**config.mk**
```make
export PLATFORM = sky130hd
export DESIGN_NAME = conv_result_writer
export DESIGN_NICKNAME = d
export VERILOG_FILES = /design/src/rtl/conv_result_writer.sv
export SDC_FILE = /design/constraint.sdc
export NUM_CORES = 1
export LEC_CHECK = 0
export CORE_UTILIZATION = 30
export CTS_BUF_LIST = sky130_fd_sc_hd__clkbuf_2 sky130_fd_sc_hd__clkbuf_4 sky130_fd_sc_hd__clkbuf_8
export CTS_CLUSTER_SIZE = 28
export DETAILED_ROUTE_END_ITERATION = 10
export GPL_TIMING_DRIVEN = 0
export SYNTH_ARGS = -nofsm -noshare
export SYNTH_HDL_FRONTEND = slang
export SYNTH_SLANG_ARGS = --single-unit
```
**constraint.sdc**
```tcl
create_clock -name clk_i -period 3.9 [get_ports clk_i]
set_input_delay 0.78 -clock clk_i [delete_from_list [all_inputs] [get_ports clk_i]]
set_output_delay 0.78 -clock clk_i [all_outputs]
set_load 0.02 [all_outputs]
```
**src/rtl/conv_result_writer.sv**
```systemverilog
// Convolution result writer: normalises, saturates and stores output
// pixels in raster order into the filtered-image RAM.
module conv_result_writer #(
  parameter int IMG_SIZE  = 256,
  parameter int KER_SIZE  = 3,
  parameter int OUT_PITCH = 256,
  parameter int ACC_W     = 20,
  parameter int SHIFT     = 4
) (
  input  logic             clk_i,
  input  logic             rst_i,
  input  logic             start_i,
  input  logic             pix_valid_i,
  input  logic [ACC_W-1:0] pix_acc_i,
  output logic             wr_en_o,
  output logic [15:0]      wr_addr_o,
  output logic [7:0]       wr_data_o,
  output logic             busy_o,
  output logic             done_o,
  output logic [15:0]      sat_count_o
);

  localparam int OUT_W = IMG_SIZE - KER_SIZE + 1;
  localparam int SW    = ACC_W - SHIFT;
  localparam logic signed [SW-1:0] MAXV = SW'(255);

  typedef enum logic [1:0] {IDLE, RUN, DONE} state_t;

  state_t state_q, state_d;

  logic [15:0] col_q, col_d;
  logic [15:0] row_q, row_d;
  logic [15:0] base_q, base_d;
  logic [15:0] sat_q, sat_d;
  logic [15:0] addr_q, addr_d;
  logic [7:0]  data_q, data_d;
  logic        wen_q, wen_d;

  logic signed [SW-1:0] s_w;
  logic lo_w, hi_w, acc_w;
  logic last_col_w, last_w;

  // Full-width shifted value so the clamp never sees a truncated result
  assign s_w  = pix_acc_i[ACC_W-1:SHIFT];
  assign lo_w = s_w[SW-1];
  assign hi_w = !s_w[SW-1] && (s_w > MAXV);

  assign acc_w      = (state_q == RUN) && pix_valid_i;
  assign last_col_w = (col_q == 16'(OUT_W - 1));
  assign last_w     = last_col_w && (row_q == 16'(OUT_W - 1));

  always_ff @(posedge clk_i) begin
    if (rst_i) begin
      state_q <= IDLE;
      col_q   <= '0;
      row_q   <= '0;
      base_q  <= '0;
      sat_q   <= '0;
      addr_q  <= '0;
      data_q  <= '0;
      wen_q   <= 1'b0;
    end else begin
      state_q <= state_d;
      col_q   <= col_d;
      row_q   <= row_d;
      base_q  <= base_d;
      sat_q   <= sat_d;
      addr_q  <= addr_d;
      data_q  <= data_d;
      wen_q   <= wen_d;
    end
  end

  always_comb begin
    state_d = state_q;
    unique case (state_q)
      IDLE:    if (start_i) state_d = RUN;
      RUN:     if (acc_w && last_w) state_d = DONE;
      DONE:    if (start_i) state_d = RUN;
      default: state_d = IDLE;
    endcase
  end

  always_comb begin
    col_d  = col_q;
    row_d  = row_q;
    base_d = base_q;
    sat_d  = sat_q;
    addr_d = addr_q;
    data_d = data_q;
    wen_d  = 1'b0;
    if (state_q != RUN && start_i) begin
      col_d  = '0;
      row_d  = '0;
      base_d = '0;
      sat_d  = '0;
    end
    if (acc_w) begin
      wen_d  = 1'b1;
      addr_d = base_q + col_q;
      if (lo_w)      data_d = 8'd0;
      else if (hi_w) data_d = 8'd255;
      else           data_d = s_w[7:0];
      if ((lo_w || hi_w) && sat_q != 16'hFFFF)
        sat_d = sat_q + 16'd1;
      // Row base is a running sum; no multiplier
      if (last_col_w) begin
        col_d  = '0;
        row_d  = row_q + 16'd1;
        base_d = base_q + 16'(OUT_PITCH);
      end else begin
        col_d = col_q + 16'd1;
      end
    end
  end

  assign wr_en_o     = wen_q;
  assign wr_addr_o   = addr_q;
  assign wr_data_o   = data_q;
  assign busy_o      = (state_q == RUN);
  assign done_o      = (state_q == DONE);
  assign sat_count_o = sat_q;

endmodule
```
# [Word level (Yosys, flattened, before mapping)]
# Index checks and enable logic that the tools add are counted.
[op_classes] add_sub_neg=5 n_lt_le_gt_ge=1 n_eq_ne=8 n_mux=18 n_reduce_logical=12
[ops] operator="two-way mux 16 bit" count=12
[ops] operator="adder 16 x 1 -> 16 bit, second input constant" count=3
[ops] operator="== test 16 x 8 -> 1 bit, second input constant" count=2
[ops] operator="adder 16 bit" count=1
[ops] operator="adder 16 x 9 -> 16 bit, second input constant" count=1
[ops] operator="greater-than comparator 16 x 9 -> 1 bit, second input constant" count=1
[ops] operator="two-way mux 8 bit" count=2
[ops] operator="!= test 16 bit, second input constant" count=1
[ops] operator="logical AND 1 bit" count=6
[ops] operator="!= test 2 x 1 -> 1 bit, second input constant" count=3
[ops] operator="two-way mux 2 bit" count=2
[ops] operator="one-hot mux 2 bit (2 select lines)" count=1
[ops] operator="== test 2 x 1 -> 1 bit, second input constant" count=1
[ops] operator="== test 2 bit, second input constant" count=1
[ops] operator="zero test 2 bit" count=1
[ops] operator="AND reduction 2 bit" count=1
[ops] operator="nonzero test 2 bit" count=1
[ops] operator="OR reduction 2 bit" count=1
[ops] operator="zero test 1 bit" count=1
[ops] operator="logical OR 1 bit" count=1
[ops] operator="two-way mux 1 bit" count=1
[word_totals] register_bits=91 inputBits=24 elab_cells=52

# [Depth between registers and ports, before layout]
# Gate-level depths: netlist (run 1).
[depth] word_depth=6 depth_mapped=9 ltp_nobuf=8

# [Worst setup path after synthesis (run 1)]
# No wires, ideal clock.
[synth_path] path_kind="register to register" from="register col_q[0]" to="register addr_q[8], in the netlist wr_addr_o[8]" setup_ns=0.070 t_arrival_ns=2.189 t_required_ns=3.830 slack_ns=1.641 stages_incl_launch_ff=9 path_buffers=0 synth_period_minus_slack_ns=2.259 path_cell_list="dfxtp_1 > ha_1 > fa_1 > a21oi_1 > o21ai_0 > a2111oi_0 > o31a_1 > o21ai_0 > a21oi_1"
[synth_between] elab_chain_cells=1
[synth_rtl] element="start, declared" line_no="31" rtl="logic [15:0] col_q, col_d;"
[synth_rtl] element="start signal, assigned" line_no="64" rtl="col_q <= col_d;"
[synth_rtl] element="adder 16 bit" line_no="100" rtl="addr_d = base_q + col_q;"
[synth_rtl] element="end signal, assigned" line_no="68" rtl="addr_q <= addr_d;"
[synth_rtl] element="end, declared" line_no="35" rtl="logic [15:0] addr_q, addr_d;"
# No other way between the ends.
# A chain may end at the register's enable or synchronous reset.

# [Worst setup path after layout (run 1)]
[layout_path] from="register col_q[0]" to="register col_q[12]"
[layout_between] elab_chain_cells=3 elab_cells_between_ends=4 cone_classes="add/sub (1); eq/ne (1); mux (2)"
[layout_rtl] element="adder 16 x 1 -> 16 bit or == test 16 x 8 -> 1 bit (tied branches)" line_no="112, 49"
[layout_rtl] element="two-way mux 16 bit *" line_no="107" rtl="if (last_col_w) begin"
[layout_rtl] element="two-way mux 16 bit *" line_no="98" rtl="if (acc_w) begin"
# Mark *: on every way between the ends. The rest lies on a longest branch, timed or not.

==> results.toml, run 1 <==
[synthesis]
synth_cell_types = 62
yosysSeqAreaShare_pct = 37.4
synth-seq-cells = 91
synth_fp_nets = 655
ys_top_cells_by_area = "dfxtp_1, a21oi_1, nor2_1"
syn-instance-count = 609
yosysTopAreaCell = "dfxtp_1"
synth_edf_count = 0
synth_top_area_share_pct = 37.4
async_reset_ff_share_pct = 0
synthFlopType = "dfxtp_1"
synth_area_per_cell_sq_um = 7.99
ys.warnings.count = 0
netlist_area_sq_um = 4860

[critical_path]
reg2reg_slack_ns = 1.23
crit_type = "flop to flop"
timing.rr.start = "col_q[0]"
crit_path_start = "col_q[0]"
cp-start-kind = "flop"
arrival_ns = 2.91
end_kind = "flop"
cp.required_ns = 4.14
path_max_fanout = 10

[drt]
wl_mm = 12.8
wire_per_inst_microns = 14.1
vias = 4494
viasPerCell = 4.98
remaining_drc_errors = 0
drt-initial-drc-count = 272
drtAntennaViolNets = 0
firstDrtPassIters = 4

[grt]
grt_use_met2_pct = 26.4
groute.layer.met1.usage_pct = 20.6
grt_usage_pct = 15.9
grt_max_degree = 16
grt.overflow.total = 0
antenna_found_initial = 0
grt_pass1_vias = 4121
use_met3_pct = 2.73
grt-busiest-layer = "met2"
grt_pass1_wl_mm = 20.9

[final_layout]
regArea_sq_um = 1820
area_delta_synth_final_pct = 22.8
fin_area_sq_um = 5970
final_nets = 727
multi_input_area_sq_um = 2870
antenna_cells = 0
layout_commonest_cell = "dfxtp_1"
layout_common_cells = "dfxtp_1, nor2_1, a21oi_1"
drive_above_1_share_pct = 5.39
fill_cells = 1681
final_cells = 902

[placement]
place_congestion = 0.813
dp_slack_ns = 0.890
dpl.cell_count = 886
dp_hpwl_mm = 9.33
port_buffers = 61
post_dp_cell_area_sq_um = 5750

[run_status]
status = "finished clean"

[timing]
fmax_mhz = 375
fin_ws_ns = 1.23
setup_viol = 0
worst_pin_slew_ns = 0.723
hold_ws_ns = 0.456
finalCriticalPeriod_ns = 2.67
relSlewSlack_pct = 51.8
rsz0062_at_grt = "false"
tns_ns = 0
maxSlewViolCount = 0
fin_crit_sh_pct = 68.5
hold_violations = 0
skew_ns = 0.0150

[die]
die_w_microns = 129
io_pins = 67
die_area_sq_um = 16700
core_area_sq_um = 15900
initial_core_util_pct = 30.6
dieHeight_microns = 129
floorplan.rows = 46

[clock_tree]
root_buffer = "clkbuf_8"
cts_setup_buffers = 0
htreeDepth = 3
clkLatencyLatePin_ns = 0.38
clock_sinks = 91
clk_pin_slew_ns = 0.09
cts_max_path_buffers = 2
cts_tree = "yes"
cts_made_buffers = 9
cts_hold_buf = 0
cts_resized = 0

[pwr]
vdd_drop_max_v = 0.000193
p_leak_uw = 0.00213
powerDensity_nw_per_um2 = 303

[hold_path]
worstHoldStart = "wr_addr_o[7]"
worst_hold_path_type = "flop to flop"

[job]
drv_cap = 0
[final cells by class]
class                   count  area share [%]
plain buffers              28            2.16
clock buffers              10            2.30
clock inverters             6            1.49
inverters                  12           0.754
multi-input cells         478            48.0
flip-flops and latches     91            30.5
well taps                 216            4.53
repair buffers             61            10.2
[layer usage]
layer	wire length, microns	part of all wire, %	up-vias
li1	-	-	2330
met2	5740	45	105
met1	6180	48	2047
met4	193	1.5	0
met5	0	0	-
met3	646	5.1	12
[sequential cells by signal, indices dropped and copies added, names as in the netlist]
name and count:
sat_count_o 16, wr_data_o 8, base_q 16, col_q 16
row_q 16, state_q 2, wr_en_o 1, wr_addr_o 16
[cells in the mapped netlist, types with 3 or more instances]
| library cell | instances |
|---|---|
| clkbuf_1 | 20 |
| a22o_1 | 3 |
| xnor2_1 | 13 |
| xor2_1 | 10 |
| and3_1 | 11 |
| a31oi_1 | 6 |
| a21oi_1 | 66 |
| nand3_1 | 28 |
| or3_1 | 4 |
| inv_1 | 12 |
| o21ai_1 | 5 |
| nand4_1 | 11 |
| o21bai_1 | 3 |
| nor3b_1 | 5 |
| a211oi_1 | 8 |
| nand4b_1 | 3 |
| nand2_1 | 58 |
| dfxtp_1 | 91 |
| nor3_1 | 25 |
| o21ai_0 | 31 |
| nand2b_1 | 4 |
| and2_1 | 9 |
| nand3b_1 | 5 |
| a311oi_1 | 5 |
| a21o_1 | 13 |
| nor4_1 | 13 |
| nor2_1 | 76 |
| nor2b_1 | 5 |
| ha_1 | 21 |
| o211ai_1 | 5 |
| buf_2 | 4 |
[per-stage QoR]
stage | power [uW] | utilization, %
final | 1810 | 37.6
after global routing | 1890 | 37.6
after CTS | 1830 | 37.6
after detailed placement | 1100 | 36.2
after global placement | 1100 | 36.2
after floorplan | 1040 | -
[critical path, stage by stage, from the launching register on]
cell      delay [ns]
dfxtp_1         0.48
ha_1            0.23
nor4b_1         0.25
nand4_1         0.39
nand2_1         0.40
clkbuf_1        0.40
o21ai_0         0.16
a21oi_1         0.17
nor2_1          0.05
[final timing paths]
| kind | to | depth (start not counted) |
|---|---|---|
| max | col_q[12] | 8 |
| min | wr_addr_o[7] | 2 |
| max reg2reg | col_q[12] | 8 |
| min reg2reg | wr_addr_o[7] | 2 |
[where the power goes]
group | internal, uW | total [uW] | switching (uW)
clock | 378 | 727 | 349
sequential | 935 | 940 | 4.99
combinational | 50.7 | 140 | 89.5
total | 1360 | 1810 | 443
[kinds of logic after synthesis]
kind of cell             synth area share (%)
AND/OR/NAND/NOR                          28.7
AO/OA/AOI/OAI                            19.6
flip-flops                               37.4
buffers and inverters                    3.57
XOR/XNOR                                 4.14
adder cells (fa/ha/maj)                  5.81
multiplexers                            0.669
(Power assumes the default switching activity.)
==> inputs of run 2 (changes only) <==
==> constraint.sdc (replaced) <==
create_clock -name clk_i -period 2.44 [get_ports clk_i]
set_input_delay 0.488 -clock clk_i [delete_from_list [all_inputs] [get_ports clk_i]]
set_output_delay 0.488 -clock clk_i [all_outputs]
set_load 0.02 [all_outputs]
==> run 2 against run 1 <==
  * Largest power group unchanged
  * Combinational power up 61%
  * Sequential power up 60%
  * Setup slack worse by 1.1 ns
  * Power up 60%
  * Global-route usage about the same
  * Flip-flop and latch count unchanged
  * Sequential share of layout area down 0.32 points
  * Critical path depth unchanged
==> results.toml, run 2 (synthesis results as in run 1) <==
[die]
io_pins = 67
initial_core_util_pct = 30.6
dieHeight_microns = 129
die_w_microns = 129
floorplan.rows = 46
die_area_sq_um = 16700
core_area_sq_um = 15900

[critical_path]
crit_family = "compound AO/OA/AOI/OAI gates"
path_max_fanout = 10
arrival_ns = 2.56
path_buf_inv = 1
cp-start-kind = "flop"
max_stage_delay_ns = 0.48
crit_type = "flop to flop"
cp.required_ns = 2.71
end_kind = "flop"
cpMaxStageDelayCell = "o41a_1"
worstPathCellList = "ha_1 -> and3_1 -> nand3_2 -> o41a_1 -> nand2_2 -> buf_6 -> o21ai_0 -> a21o_1"

[run_status]
status = "finished clean"

[drt]
vias = 4543
drtAntennaViolNets = 0
wl_mm = 12.8
wire_per_inst_microns = 14.1
firstDrtPassIters = 4
drt-initial-drc-count = 287
viasPerCell = 5.01
remaining_drc_errors = 0

[timing]
worst_pin_slew_ns = 0.724
finalCriticalPeriod_ns = 2.29
skew_ns = 0.0138
fmax_mhz = 437
maxSlewViolCount = 0
hold_violations = 0
fin_ws_ns = 0.150
setup_viol = 0
relSlewSlack_pct = 51.7
rsz0062_at_grt = "false"
fin_crit_sh_pct = 93.9
hold_ws_ns = 0.456

[clock_tree]
htreeDepth = 3
clkLatencyLatePin_ns = 0.38
root_buffer = "clkbuf_8"
cts_hold_buf = 0
cts_made_buffers = 9
cts_tree = "yes"
clock_sinks = 91
clk_pin_slew_ns = 0.09
cts_max_path_buffers = 2

[grt]
antenna_found_initial = 0
grt_pass1_wl_mm = 20.9
grt.overflow.total = 0
grt_max_degree = 16
grt_pass1_vias = 4131
grt_usage_pct = 16.0

[final_layout]
drive_above_1_share_pct = 8.39
final_nets = 732
area_delta_synth_final_pct = 24.5
antenna_cells = 0
layout_common_cells = "dfxtp_1, nor2_1, a21oi_1"
layout_commonest_cell = "dfxtp_1"

[hold_path]
worst_hold_path_type = "flop to flop"

[placement]
dp_hpwl_mm = 9.33
place_congestion = 0.813
dp_slack_ns = -0.278
port_buffers = 61

[pwr]
powerDensity_nw_per_um2 = 477
vdd_drop_max_v = 0.000309
p_leak_uw = 0.00217

[job]
drv_cap = 0
## run 2: power by group
group          internal [uW]  switching [uW]
clock network            604             555
registers               1490            7.92
logic                   82.6             143
## run 2: cell type report
| class | count | area (sq um) |
|---|---|---|
| plain buffers | 28 | 135 |
| clock buffers | 10 | 138 |
| clock inverters | 6 | 88.8 |
| fillers | 1675 | 9830 |
| inverters | 12 | 45.0 |
| multi-input cells | 478 | 2900 |
| flip-flops and latches | 91 | 1830 |
| well taps | 216 | 270 |
| repair buffers | 66 | 648 |
## run 2: metrics by stage
stage	util [%]	instance area [sq um]	total power, uW	TNS [ns]	cells
CTS	37.8	6000	2930	0	905
detailed placement	36.2	5750	1760	-9.33	886
global route	38.1	6060	3020	0	907
global placement	36.2	5750	1760	-9.21	886
floorplan	-	4860	1660	0	609
finish	38.1	6060	2890	0	907
## run 2: worst paths after layout
| path | cells after the start | end | slack, ns | startpoint |
|---|---|---|---|---|
| worst max-delay path | 8 | sat_count_o[14] | 0.15 | sat_count_o[0] |
| worst min-delay path | 2 | wr_addr_o[7] | 0.46 | wr_addr_o[7] |
| worst max register to register | 8 | sat_count_o[14] | 0.15 | sat_count_o[0] |
| worst min register to register | 2 | wr_addr_o[7] | 0.46 | wr_addr_o[7] |
## run 2: layer usage
metal  wire length (microns)  vias up  GRT usage, %  share of wire [%]
met5                       0        -             0                  0
met4                     193        0          6.09                1.5
met3                     761       15          2.73                5.9
met2                    5780      110          26.4                 45
met1                    6070     2075          20.7                 47
li1                        -     2343             -                  -
## run 2: repair_timing
item	in CTS	in global routing
pin swaps	2	3
setup endpoints to repair	13	50
resized for setup	3	19
buffers inserted	3	2
## run 2: worst reg2reg max path, stage by stage (launching register included)
cell and delay, ns:
dfxtp_1 0.45, ha_1 0.22, and3_1 0.22, nand3_2 0.18, o41a_1 0.48, nand2_2 0.19, buf_6 0.17, o21ai_0 0.08
a21o_1 0.20
==> RTL change, RTL diff (config.mk and constraints of run 2) <==
The 3 states of `state_t` get a one-hot encoding in 3 bits.
--- a/src/rtl/conv_result_writer.sv
+++ b/src/rtl/conv_result_writer.sv
@@ -25,5 +25,5 @@
   localparam logic signed [SW-1:0] MAXV = SW'(255);
 
-  typedef enum logic [1:0] {IDLE, RUN, DONE} state_t;
+  typedef enum logic [2:0] {IDLE = 3'b001, RUN = 3'b010, DONE = 3'b100} state_t;
 
   state_t state_q, state_d;
Formal check against the unedited RTL: no difference found for any inputs over 10 cycles, from zero or initial values and one cycle with rst_i high; not proved beyond that.
==> RTL change against run 2 <==
- critical endpoint is now base_q[15]
- the run now ends with negative setup slack left
- final area is 2.2% higher
- power down 2.7%
- largest cell class unchanged
- largest power group unchanged
- wire length up 9.2%
- synthesized area down 0.95%
- via count up 7.4%
- sequential cell count rose by 1
- setup slack worse by 0.24 ns
- highest routed layer unchanged
==> RTL change: results (changes against run 2) <==
- Initial antenna violation count: 0 (unchanged)
- CP arrival: 2.83 ns (was 2.56 ns)
- Post-Place Worst Slack: -0.7584 ns (was -0.2783 ns)
- Synth cell count leaders: 92 x dfxtp_1, 63 x a21oi_1, 53 x nand2_1, 47 x nor2_1, 32 x o21ai_0 (was 91 x dfxtp_1, 76 x nor2_1, 66 x a21oi_1, 58 x nand2_1, 31 x o21ai_0)
- DRT iter0 DRCs: 326 (was 287)
- Inst Count DP: 865 (was 886)
- Crit-path max FO: 4 (was 10)
- Worst vdd ir: 0.0003167 V (was 0.0003091 V)
- Syn. warnings: 0 (unchanged)
- Ys flop type: dfxtp_1 (unchanged)
- Vias/cell: 5.423 (was 5.009)
- Leakage power: 2.124 nW (was 2.171 nW)
- Met1 Use GR: 23.54% (was 20.73%)
- Hold Path Class: flop to flop (unchanged)
- Met3 Resource Use GR: 3.243% (was 2.725%)
- Failing checks: negative setup slack
- Wire per inst: 15.55 um (was 14.12 um)
- Tot GR Track Use: 17.16% (was 15.96%)
- Layout cells sized above 1: 10.30% (was 8.394%)
- Slowest-stage cell, CP: or4_1 (was o41a_1)
- Met3 wire length: 747 um (was 761 um)
- Setup-failing EPs final: 3 (was 0)
- Adder-cell share of the synthesized area: 5.869% (was 5.813%)
- TritonCTS Buffers: 9 (unchanged)
- Post-synth EDFFs: 0 (unchanged)
- Root buffer cell: clkbuf_8 (unchanged)
- Syn_area_per_cell: 8.125 um2 (was 7.988 um2)
- Crit-path max cell delay: 0.55 ns (was 0.48 ns)
- GP Congestion: 0.8517 (was 0.8133)
- Metal2 WL: 6.005 mm (was 5.783 mm)
- Pin count of the biggest net entering global routing: 17 (was 16)
- Xor/xnor share of the synthesized area: 3.090% (was 4.141%)
- Port bufs: 61 (unchanged)
- Final nets: 730 (was 732)
- Top cells by area, synth: dfxtp_1 38%, a21oi_1 6.5%, ha_1 5.5% (was dfxtp_1 37%, a21oi_1 6.8%, nor2_1 5.9%)
- Compound-Gate Fraction of Synth Area: 19.94% (was 19.62%)
- Vias in the first global route: 4558 (was 4131)
- First-pass GRT wire length: 22.63 mm (was 20.91 mm)
- Sequential area share after synthesis: 38.22% (was 37.45%)
- Worst Tran Pin Value: 0.7430 ns (was 0.7245 ns)
- WL met1: 6.894 mm (was 6.068 mm)
- Met2 global-route usage: 26.65% (was 26.38%)
- Post-synthesis mux area share: 0.6492% (was 0.6687%)
- Status: finished, violations left (was finished clean)
- Syn_nets: 639 (was 655)
- Worst setup margin: -0.08741 ns (was 0.1500 ns)
- Drt pass-1 iters: 7 (was 4)
- Skew final: 0.01403 ns (was 0.01383 ns)
- HPWL Detailed: 9.827 mm (was 9.333 mm)
- DRT Wirelength: 13.99 mm (was 12.81 mm)
- Crit path max-delay family: simple AND/OR/NAND/NOR gates (was compound AO/OA/AOI/OAI gates)
- CTS H-tree lvls: 3 (unchanged)
- Number of library cell types mapped by synthesis: 57 (was 62)
- Final number of max-transition violations: 0 (unchanged)
- CTS clk-pin slew, worst paths: 0.10 ns
RTL change: cell type report:
| class | instances | area (um2) |
|---|---|---|
| timing repair buffer | 81 | 760.7 |
| sequential | 92 | 1851 |
| clock inverter | 7 | 98.84 |
| tap | 211 | 264.0 |
| multi-input combinational | 458 | 2920 |
| fill | 1570 | 9240 |
| inverter | 15 | 58.81 |
| buffer | 27 | 110.1 |
| clock buffer | 9 | 123.9 |
RTL change: final timing paths:
check | startpoint | to | slack [ns] | depth (start not counted)
worst max register to register | col_q[1] | base_q[15] | -0.09 | 8
worst min-delay path | wr_addr_o[3] | wr_addr_o[3] | 0.46 | 2
worst max-delay path | col_q[1] | base_q[15] | -0.09 | 8
worst min register to register | wr_addr_o[3] | wr_addr_o[3] | 0.46 | 2
RTL change: metrics by stage:
stage / power, mW / area [um2] / hold slack (ns) / TNS [ns] / utilization [%]
finish: 2.809 / 6187 / 0.4559 / -0.1608 / 40.11
global route: 2.903 / 6187 / 0.4770 / -0.7621 / 40.11
CTS: 2.831 / 5981 / 0.4558 / 0 / 38.77
detailed placement: 1.678 / 5693 / 0.4451 / -26.28 / 36.90
global placement: 1.675 / 5693 / 0.4382 / -23.51 / 36.90
floorplan: 1.606 / 4818 / 0.4567 / 0 / -
RTL change: where the power goes:
part | internal, mW | total [mW] | switching (mW)
Clock | 0.583 | 1.16 | 0.580
Sequential | 1.50 | 1.51 | 0.00512
Combinational | 0.0496 | 0.138 | 0.0886
Total | 2.13 | 2.81 | 0.674
RTL change: what timing repair did:
item | in CTS | in global routing
buffers inserted | 3 | 17
pin swaps | 5 | 18
endpoints found under the setup margin | 52 | 49
resized for setup | 12 | 24
